## src/rtl/servo_pkg.sv

```systemverilog
// Shared types and defaults for the servo command and PWM blocks.
// Both servo_cmd_slew and servo import this package.
package servo_pkg;

    typedef logic [15:0] pulse_us_t;

    localparam int unsigned SERVO_CLK_HZ   = 100_000_000;
    localparam int unsigned SERVO_FRAME_US = 20_000;

    localparam pulse_us_t SERVO_MIN_US    = 16'd1000;
    localparam pulse_us_t SERVO_MAX_US    = 16'd2000;
    localparam pulse_us_t SERVO_CENTER_US = 16'd1500;
    localparam pulse_us_t SERVO_STEP_US   = 16'd10;

    typedef enum logic {
        SETTLED = 1'b0,
        SLEWING = 1'b1
    } slew_state_t;

    function automatic pulse_us_t clamp_us(
        input pulse_us_t v,
        input pulse_us_t lo,
        input pulse_us_t hi
    );
        pulse_us_t r;
        r = v;
        if (v < lo) r = lo;
        if (v > hi) r = hi;
        return r;
    endfunction

endpackage

```

## src/rtl/servo_frame_timer.sv

```systemverilog
// Microsecond prescaler plus frame counter.
// frame_tick is high on the last clock of each PWM frame.
module servo_frame_timer
    import servo_pkg::*;
#(
    parameter int unsigned CLK_HZ   = SERVO_CLK_HZ,
    parameter int unsigned FRAME_US = SERVO_FRAME_US
) (
    input  logic clk_in,
    input  logic rst_n_in,
    output logic frame_tick
);

    localparam int unsigned PRE_N = CLK_HZ / 1_000_000;
    localparam int PRE_W = ($clog2(PRE_N) > 0) ? $clog2(PRE_N) : 1;
    localparam int FRM_W = ($clog2(FRAME_US) > 0) ? $clog2(FRAME_US) : 1;

    localparam logic [PRE_W-1:0] PRE_LAST = PRE_W'(PRE_N - 1);
    localparam logic [FRM_W-1:0] FRM_LAST = FRM_W'(FRAME_US - 1);

    logic [PRE_W-1:0] pre_q;
    logic [FRM_W-1:0] frm_q;
    logic             pre_last;
    logic             frm_last;

    assign pre_last   = (pre_q == PRE_LAST);
    assign frm_last   = (frm_q == FRM_LAST);
    assign frame_tick = pre_last && frm_last;

    always_ff @(posedge clk_in) begin
        if (!rst_n_in) begin
            pre_q <= '0;
            frm_q <= '0;
        end else begin
            if (pre_last) begin
                pre_q <= '0;
                frm_q <= frm_last ? '0 : frm_q + 1'b1;
            end else begin
                pre_q <= pre_q + 1'b1;
            end
        end
    end

endmodule

```

## src/rtl/servo_cmd_slew.sv

```systemverilog
// Target pulse-width intake with clamp and per-frame slew limiting.
// Outputs feed the servo PWM generator directly.
module servo_cmd_slew
    import servo_pkg::*;
#(
    parameter int unsigned CLK_HZ    = SERVO_CLK_HZ,
    parameter int unsigned FRAME_US  = SERVO_FRAME_US,
    parameter pulse_us_t   MIN_US    = SERVO_MIN_US,
    parameter pulse_us_t   MAX_US    = SERVO_MAX_US,
    parameter pulse_us_t   CENTER_US = SERVO_CENTER_US,
    parameter pulse_us_t   STEP_US   = SERVO_STEP_US
) (
    input  logic        clk_in,
    input  logic        rst_n_in,
    input  logic [15:0] target_in,
    input  logic        target_valid_in,
    output logic        target_ready_out,
    output logic [15:0] width_out,
    output logic        frame_out,
    output logic        settled_out
);

    localparam logic signed [16:0] STEP_S = $signed({1'b0, STEP_US});

    logic        frame_tick;
    logic        accept;
    pulse_us_t   slot_q;
    logic        slot_full_q;
    pulse_us_t   active_q;
    pulse_us_t   width_q;
    logic        frame_q;
    slew_state_t state_q;

    pulse_us_t          active_nxt;
    pulse_us_t          width_nxt;
    logic               slot_full_nxt;
    logic signed [16:0] diff;

    servo_frame_timer #(
        .CLK_HZ   (CLK_HZ),
        .FRAME_US (FRAME_US)
    ) u_timer (
        .clk_in     (clk_in),
        .rst_n_in   (rst_n_in),
        .frame_tick (frame_tick)
    );

    assign accept = target_valid_in && !slot_full_q;

    // A target accepted on the frame edge lands in the slot, not in active.
    always_comb begin
        active_nxt    = active_q;
        slot_full_nxt = slot_full_q;
        width_nxt     = width_q;
        if (frame_tick && slot_full_q) begin
            active_nxt    = slot_q;
            slot_full_nxt = 1'b0;
        end
        if (accept) begin
            slot_full_nxt = 1'b1;
        end
        diff = $signed({1'b0, active_nxt}) - $signed({1'b0, width_q});
        if (frame_tick) begin
            if (diff > STEP_S) begin
                width_nxt = width_q + STEP_US;
            end else if (diff < -STEP_S) begin
                width_nxt = width_q - STEP_US;
            end else begin
                width_nxt = active_nxt;
            end
        end
    end

    always_ff @(posedge clk_in) begin
        if (!rst_n_in) begin
            slot_q      <= CENTER_US;
            slot_full_q <= 1'b0;
            active_q    <= CENTER_US;
            width_q     <= CENTER_US;
            frame_q     <= 1'b0;
            state_q     <= SETTLED;
        end else begin
            if (accept) begin
                slot_q <= clamp_us(target_in, MIN_US, MAX_US);
            end
            slot_full_q <= slot_full_nxt;
            active_q    <= active_nxt;
            width_q     <= width_nxt;
            frame_q     <= frame_tick;
            unique case (state_q)
                SETTLED: begin
                    if (slot_full_nxt || (active_nxt != width_nxt)) begin
                        state_q <= SLEWING;
                    end
                end
                SLEWING: begin
                    if (!slot_full_nxt && (active_nxt == width_nxt)) begin
                        state_q <= SETTLED;
                    end
                end
                default: state_q <= SETTLED;
            endcase
        end
    end

    assign target_ready_out = !slot_full_q;
    assign width_out        = width_q;
    assign frame_out        = frame_q;
    assign settled_out      = (state_q == SETTLED);

endmodule

```

## config.mk

```make
export PLATFORM = sky130hd
export DESIGN_NAME = servo_cmd_slew
export DESIGN_NICKNAME = d
export VERILOG_FILES = /design/src/rtl/servo_pkg.sv /design/src/rtl/servo_frame_timer.sv /design/src/rtl/servo_cmd_slew.sv
export SDC_FILE = /design/constraint.sdc
export NUM_CORES = 1
export LEC_CHECK = 0
export CAP_MARGIN = 20
export CELL_PAD_IN_SITES_DETAIL_PLACEMENT = 0
export CELL_PAD_IN_SITES_GLOBAL_PLACEMENT = 1
export CORE_MARGIN = 5
export CORE_UTILIZATION = 41
export DETAILED_ROUTE_END_ITERATION = 7
export PLACE_DENSITY_LB_ADDON = 0.1
export SLEW_MARGIN = 30
export SYNTH_ARGS = -nofsm -noshare
export SYNTH_HDL_FRONTEND = slang
export SYNTH_SLANG_ARGS = --single-unit
```

## constraint.sdc

```tcl
create_clock -name clk_in -period 5 [get_ports clk_in]
set_input_delay 1 -clock clk_in [delete_from_list [all_inputs] [get_ports clk_in]]
set_output_delay 1 -clock clk_in [all_outputs]
set_load 0.005 [all_outputs]
```

==> summary.txt, run 1 <==
Worst setup path
  • Crit path kind: register to register
  • CP Data Required Time: approximately 5200 ps
  • Worst stage delay on the critical path: 360 ps
  • CP Cell Sequence: ha_2 -> nor4bb_1 -> and4_2 -> nand3_4 -> mux2i_4 -> ha_2 -> inv_1 -> fa_2 -> a211oi_2 -> o211ai_1 -> and2_4 -> o41ai_4 -> xor2_2 -> nand2_2 -> buf_4 -> o211ai_1 -> a211oi_1 -> a211o_1 -> a221o_1 -> nor4_2 -> a31oi_1
  • R2R Path End: state_q$_SDFF_PN0_
  • R2R Path Start: u_timer.frm_q[1]$_SDFFE_PN0N_
  • Slowest stage cell, crit path: fa_2
  • Crit end category: register
  • Worst reg2reg path depth: 21
  • Cell family with most CP delay: compound AO/OA/AOI/OAI gates
  • Reg2Reg Setup Slack: -70 ps
  • CP startpoint kind: register
  • Worst path bufs/invs: 2
  • Crit path max fanout: 9
  • Critical Path AT: about 5300 ps

Placed design
  • Place WS: -415 ps
  • Cell Area, Placed: ~6800 um2
  • Gpl congestion: a little under 1
  • # port buffers: 37
  • HPWL after DPL: approximately 14 mm

STA
  • FMAX: 197 MHz
  • Post-route setup slack: -70.2 ps
  • Slew @ Worst Pin: approximately 920 ps
  • Pins Over Slew Limit: 0
  • Post-layout min period: 5070 ps
  • Hold WS: about 450 ps
  • Final Hold Viols: 0
  • Fin crit share: 1.01
  • Final setup viols: 1
  • Clock skew: about 7.5 ps
  • Max_slew headroom: 0.385
  • RSZ-0062 raised after global routing: true

CTS
  • Clk root buf: clkbuf_16
  • CTS Buf Count: 9
  • Later-pin clock latency in the skew report: roughly 340 ps
  • Clk sinks: 73
  • Clock buffer depth: 2
  • CTS Hold Buffers Added: 0
  • Clk slew on worst S/H paths: roughly 60 ps
  • H-Tree Depth: 3
  • CTS tree: yes

Power
  • Clock share of power: 0.527
  • Leakage: ~3.1 nW
  • Tot Pwr: 1.36 mW
  • Pwr dens: ~180 nW/um2
  • Logic pwr share: 0.036
  • Peak supply drop: 0.163 mV
  • Internal: about 1.1 mW
  • Sequential share of power: 0.437
  • P_sw: between 0.2 and 0.3 mW
  • Net Sw Frac: 0.207

Yosys
  • FF+latch count, synth: 73
  • Syn Inst Count: 670
  • Prevailing post-synth register cell: dfxtp_1
  • Post-synthesis net count: between 700 and 800
  • Largest area contributor in the netlist: dfxtp_1
  • Top cell type's share of synthesized area: 0.272
  • Number of synthesis warnings: 0
  • Post-synth ARST share: 0
  • Count of cell types in the netlist: 87
  • Synthesized area: roughly 5400 um2
  • Ranking of synthesized cells by area: dfxtp_1, nor2_1, ha_1, xnor2_1, nand2_1
  • Post-synthesis sequential area ratio: 0.272
  • EDFF count, synth: 0
  • Avg Inst Size Synth: 8.01 um2

Min path
  • Hold path endpoint: u_timer.pre_q[0]$_SDFF_PP0_
  • Hold WC Path Type: register to register
  • Worst min-delay path startpoint: u_timer.pre_q[0]$_SDFF_PP0_
  • Hold Crit Depth: 1

Layout
  • Nets: between 800 and 900
  • Most frequent cells in the layout: buf_4, dfxtp_1, nor2_1, nand2_1, inv_1
  • Area Growth Syn to Fin: 37.3%
  • Diode count: 0
  • Layout cell share with drive strength beyond 1: 0.266
  • Commonest non-fill, non-tap cell in the layout: buf_4
  • Design Area, Final: 7370 um2

Route
  • Drt total wl: between 15 and 20 mm
  • Routed Antenna Nets: 0
  • Pre-Repair DR Iteration Count: 5
  • Routed WL per cell: 18.2 um
  • Vias per Instance: between 5 and 6
  • Remaining DRCs: 0
  • 1st-iter DRT viols: ~610
  • DR vias: roughly 5,700

Floorplan
  • Initial Utilization: 0.422
  • Die Span X: 124 um
  • Site Rows: 41
  • Core area: 12,700 um2
  • # IOs: 38
  • Chip height: 124 um
  • Die footprint: 15,500 um2

Global route
  • First-pass GRT wire length: 29.6 mm
  • Vias in the first global route: about 5,700
  • Total GRT Usage: 0.230
  • Largest net degree at the start of global routing: 32
  • Antenna violations before repair: 0
  • Total gr overflow: 0

Status
  • Status: complete, but fails checks
  • Failing checks: setup timing

Flow run
  • Max Cap Viol: 0
## cells in the mapped netlist (8+ instances only)
| cell type | n |
|---|---|
| a31oi_1 | 8 |
| o21ai_0 | 16 |
| a21oi_1 | 34 |
| o211ai_1 | 19 |
| nor2_1 | 71 |
| nand4_1 | 17 |
| clkbuf_1 | 25 |
| and3_1 | 12 |
| xor2_1 | 20 |
| nor3_1 | 15 |
| mux2i_1 | 16 |
| dfxtp_1 | 73 |
| ha_1 | 20 |
| nand3_1 | 24 |
| xnor2_1 | 23 |
| nand2_1 | 52 |
| inv_1 | 42 |
| a211oi_1 | 19 |
| nand2b_1 | 8 |
| o22ai_1 | 10 |
## cells by family after synthesis
| group | after synthesis | synth area share |
|---|---|---|
| adder cells (fa/ha/maj) | 21 | 0.0504 |
| buffers and inverters | 80 | 0.0620 |
| XOR/XNOR | 45 | 0.0783 |
| AO/OA/AOI/OAI | 188 | 0.265 |
| multiplexers | 17 | 0.0340 |
| flip-flops | 73 | 0.272 |
| AND/OR/NAND/NOR | 246 | 0.238 |
## power groups by stage
stage               Clock, mW  Sequential, mW  Combinational [mW]
floorplan                   0           0.604              0.0234
global placement            0           0.605              0.0480
detailed placement          0           0.606              0.0487
CTS                     0.726           0.593              0.0492
global route            0.753           0.594              0.0539
finish                  0.716           0.593              0.0488
## metal layers
metal | global-route usage | up-vias | wire length, um
li1 | - | 2774 | -
met5 | 0 | - | 0
met4 | 0.0664 | 0 | 379
met1 | 0.318 | 2714 | 8230
met3 | 0.0412 | 30 | 1160
met2 | 0.368 | 226 | 8270
## cell type report
class                      instances  area, um2
fill                            1183       5350
multi-input combinational        517       3800
sequential                        73       1460
timing repair buffer             171       1400
clock buffer                      12        256
tap                              172        215
inverter                          43        161
clock inverter                     4       73.8
## worst register-to-register path, delay by kind of cell (launching register included)
family / cells / cell delay (ps)
DFF: 1 / 330
muxes: 1 / 260
buffers and inverters: 2 / 240
adders and majority gates: 3 / 740
and+or+nand+nor: 6 / 1170
AOI/OAI and AO/OA: 8 / 1910
xor gates and xnor gates: 1 / 270
## registers in the layout, summed over array words and instances (netlist names)
| register | flops |
|---|---|
| slot_q | 16 |
| width_out | 16 |
| active_q | 16 |
| frame_out | 1 |
| u_timer.frm_q | 15 |
| state_q | 1 |
| u_timer.pre_q | 7 |
| slot_full_q | 1 |
## through the flow
step	instances	util	TNS, ps
floorplan	670	-	0
global placement	969	0.532	-292
detailed placement	969	0.532	-606
CTS	992	0.573	-30.7
global route	992	0.579	-315
finish	992	0.579	-70.2
## worst max path at each step
| stage | from | cells past startpoint | endpoint | slack [ps] |
|---|---|---|---|---|
| 2_1_floorplan | u_timer.frm_q[1]$_SDFFE_PN0N_ | 23 | state_q$_SDFF_PN0_ | 10 |
| 3_3_place_gp | u_timer.frm_q[1]$_SDFFE_PN0N_ | 21 | state_q$_SDFF_PN0_ | -290 |
| 3_5_place_dp | u_timer.frm_q[1]$_SDFFE_PN0N_ | 21 | state_q$_SDFF_PN0_ | -410 |
| 4_1_cts | u_timer.frm_q[1]$_SDFFE_PN0N_ | 23 | state_q$_SDFF_PN0_ | -30 |
| 5_1_grt | u_timer.frm_q[1]$_SDFFE_PN0N_ | 22 | state_q$_SDFF_PN0_ | -260 |
| 6_report | u_timer.frm_q[1]$_SDFFE_PN0N_ | 21 | state_q$_SDFF_PN0_ | -70 |
## what timing repair did
| item | 4_1_cts | 5_1_grt |
|---|---|---|
| endpoints found under the setup margin | 4 | 8 |
| pin swaps | 12 | 8 |
| buffers inserted | 7 | 0 |
| gates resized for setup | 27 | 15 |
No activity file was read; power rests on OpenSTA's default activity.
==> run 2, diff against run 1 <==
--- a/config.mk
+++ b/config.mk
@@ -9,8 +9,9 @@
 export CELL_PAD_IN_SITES_DETAIL_PLACEMENT = 0
 export CELL_PAD_IN_SITES_GLOBAL_PLACEMENT = 1
 export CORE_MARGIN = 5
-export CORE_UTILIZATION = 41
+export CORE_UTILIZATION = 44
 export DETAILED_ROUTE_END_ITERATION = 7
+export DONT_BUFFER_PORTS = 1
 export PLACE_DENSITY_LB_ADDON = 0.1
 export SLEW_MARGIN = 30
 export SYNTH_ARGS = -nofsm -noshare
==> run 2 against run 1 <==
Effect of this change: the run now ends clean; power fell by 2.0%; first-iteration DRC count is 15% lower; register-to-register slack improved by 97 ps; via count decreased by 0.26%; global-route usage increased by 2.7 points; die area decreased by 6.3%; clock skew is 1.7 ps higher; routed wire length is 3.5% higher; critical path type unchanged; largest cell class unchanged.
==> summary.txt, run 2 (synthesis gave the netlist of run 1 again) <==
Layout
  • Most frequent cells in the layout: buf_4, dfxtp_1, nor2_1, nand2_1, inv_1 (unchanged)
  • Post-Route Utilization: 0.617 (was 0.579)
  • Layout cell share with drive strength beyond 1: 0.338 (was 0.266)
  • Area Growth Syn to Fin: 37.6% (was 37.3%)
  • Diode count: 0 (unchanged)
  • Design Area, Final: 7380 um2 (was 7370 um2)
  • Nets: 843 (was 855)
  • Layout Cells excl Fill: 955 (was 992)
  • Commonest non-fill, non-tap cell in the layout: buf_4 (unchanged)

Route
  • Pre-Repair DR Iteration Count: 5 (unchanged)
  • Met3 wire len: 1.24 mm (was 1.16 mm)
  • DR vias: 5,729 (was 5,744)
  • Vias per Instance: 6.00 (was 5.79)
  • Routed Antenna Nets: 0 (unchanged)
  • Top Layer Used: met4 (unchanged)
  • Met2 Wirelength: 8.51 mm (was 8.27 mm)
  • Remaining DRCs: 0 (unchanged)
  • Drt total wl: 18.7 mm (was 18.0 mm)
  • 1st-iter DRT viols: 518 (was 609)
  • Routed WL per cell: 19.6 um (was 18.2 um)
  • Routed length on met1: 8.44 mm (was 8.23 mm)

Global route
  • Largest net degree at the start of global routing: 32 (unchanged)
  • Total gr overflow: 0 (unchanged)
  • Vias in the first global route: 5,782 (was 5,662)
  • First-pass GRT wire length: 30.0 mm (was 29.6 mm)
  • Antenna violations before repair: 0 (unchanged)
  • Total GRT Usage: 0.258 (was 0.230)

Floorplan
  • Initial Utilization: 0.449 (was 0.422)
  • Site Rows: 40 (was 41)
  • Die Span X: 120 um (was 124 um)
  • Die footprint: 14,500 um2 (was 15,500 um2)
  • Chip height: 120 um (was 124 um)
  • # IOs: 38 (unchanged)
  • Core area: 12,000 um2 (was 12,700 um2)

Min path
  • Hold path endpoint: slot_q[13]$_SDFFE_PN0P_ (was u_timer.pre_q[0]$_SDFF_PP0_)
  • Hold Crit Depth: 1 (unchanged)
  • Hold WC Path Type: register to register (unchanged)
  • Worst min-delay path startpoint: slot_q[13]$_SDFFE_PN0P_ (was u_timer.pre_q[0]$_SDFF_PP0_)

CTS
  • Clock buffer depth: 2 (unchanged)
  • CTS tree: yes (unchanged)
  • H-Tree Depth: 3 (unchanged)
  • CTS Buf Count: 9 (unchanged)
  • Later-pin clock latency in the skew report: 330 ps (was 340 ps)
  • Clk slew on worst S/H paths: 60 ps (about the same)
  • CTS Hold Buffers Added: 0 (unchanged)
  • Clk sinks: 73 (unchanged)
  • Clk root buf: clkbuf_16 (unchanged)

Power
  • P_sw: 0.280 mW (was 0.281 mW)
  • Net Sw Frac: 0.211 (was 0.207)
  • Logic pwr share: 0.022 (was 0.036)
  • Internal: 1.05 mW (was 1.08 mW)
  • Clock share of power: 0.532 (was 0.527)
  • Sequential share of power: 0.446 (was 0.437)
  • Pwr dens: 180 nW/um2 (was 184 nW/um2)
  • Peak supply drop: 0.184 mV (was 0.163 mV)
  • Leakage: 3.12 nW (was 3.15 nW)

STA
  • Slew @ Worst Pin: 905 ps (was 923 ps)
  • Max_slew headroom: 0.396 (was 0.385)
  • Clock skew: 9.28 ps (was 7.54 ps)
  • Final setup viols: 0 (was 1)
  • Post-route setup slack: 26.4 ps (was -70.2 ps)
  • RSZ-0062 raised after global routing: true (unchanged)
  • Pins Over Slew Limit: 0 (unchanged)
  • Fin crit share: 0.995 (was 1.01)
  • FMAX: 201 MHz (was 197 MHz)
  • Post-layout min period: 4970 ps (was 5070 ps)
  • Final Hold Viols: 0 (unchanged)

Worst setup path
  • Crit end category: register (unchanged)
  • R2R Path Start: u_timer.frm_q[1]$_SDFFE_PN0N_ (unchanged)
  • Reg2Reg Setup Slack: 30 ps (was -70 ps)
  • Critical Path AT: 5140 ps (was 5250 ps)
  • Crit path max fanout: 6 (was 9)
  • R2R Path End: state_q$_SDFF_PN0_ (unchanged)
  • Crit path kind: register to register (unchanged)
  • CP Data Required Time: 5170 ps (was 5180 ps)
  • CP startpoint kind: register (unchanged)
  • Worst reg2reg path depth: 23 (was 21)

Placed design
  • Cell Area, Placed: 6500 um2 (was 6770 um2)
  • Cells after DPL: 921 (was 969)
  • Place WS: -433 ps (was -415 ps)
  • Gpl congestion: 0.976 (was 0.967)
  • # port buffers: 0 (was 37)
  • HPWL after DPL: 14.3 mm (was 13.9 mm)

Flow run
  • Max Cap Viol: 0 (unchanged)

Status
  • Status: finished, final reports clean (was complete, but fails checks)
==> run 2: per-stage QoR <==
| step | total power, mW | hold WS [ps] | TNS (ps) |
|---|---|---|---|
| floorplan | 0.627 | 413 | 0 |
| global placement | 0.634 | 468 | -377 |
| detailed placement | 0.635 | 470 | -581 |
| CTS | 1.34 | 485 | 0 |
| global route | 1.37 | 495 | -281 |
| finish | 1.33 | 484 | 0 |
==> run 2: worst max path at each step <==
| stage | end | slack (ps) | from |
|---|---|---|---|
| 3_5_place_dp | state_q$_SDFF_PN0_ | -430 | u_timer.frm_q[1]$_SDFFE_PN0N_ |
| 3_3_place_gp | state_q$_SDFF_PN0_ | -330 | u_timer.frm_q[1]$_SDFFE_PN0N_ |
| 5_1_grt | state_q$_SDFF_PN0_ | -260 | u_timer.frm_q[1]$_SDFFE_PN0N_ |
| 2_1_floorplan | state_q$_SDFF_PN0_ | 10 | u_timer.frm_q[1]$_SDFFE_PN0N_ |
| 6_report | state_q$_SDFF_PN0_ | 30 | u_timer.frm_q[1]$_SDFFE_PN0N_ |
| 4_1_cts | state_q$_SDFF_PN0_ | 5 | u_timer.frm_q[1]$_SDFFE_PN0N_ |
==> run 2: layout make-up <==
cell class,count,area (um2)
fill,1070,4580
inverter,43,161
timing repair buffer,159,1250
tap,147,184
clock inverter,6,90.1
clock buffer,10,239
sequential,73,1460
multi-input combinational,517,4000
==> run 2: timing repair <==
item,4_1_cts,5_1_grt
gates resized for setup,48,31
setup endpoints to repair,7,15
buffers inserted,14,4
pin swaps,26,13
==> run 2: power by group through the flow <==
stage               Sequential [mW]  Combinational [mW]  Clock [mW]
floorplan                     0.604              0.0234           0
global placement              0.605              0.0288           0
detailed placement            0.606              0.0296           0
CTS                           0.593              0.0298       0.720
global route                  0.594              0.0331       0.748
finish                        0.594              0.0299       0.708
==> run 2: critical path, cell delays in order (launching register included) <==
cell       delay [ps]
dfxtp_2           330
ha_2              170
nor4bb_4          180
and4_4            280
nand3_4           180
mux2i_4           240
ha_2              210
inv_1              50
fa_2              390
buf_4             150
a21o_1            190
a21oi_2           160
xor2_1            110
a211o_1           310
nor4_4            130
buf_4             190
nand2_1            70
or4_4             530
o21ai_4           100
buf_6             150
a211oi_2           40
a31o_1            230
a2111oi_4         300
a31oi_1           110
==> run 2: metal layers <==
layer / vias up / GRT usage
met5: - / 0
li1: 2744 / -
met2: 226 / 0.418
met1: 2710 / 0.346
met4: 0 / 0.0836
met3: 49 / 0.0482
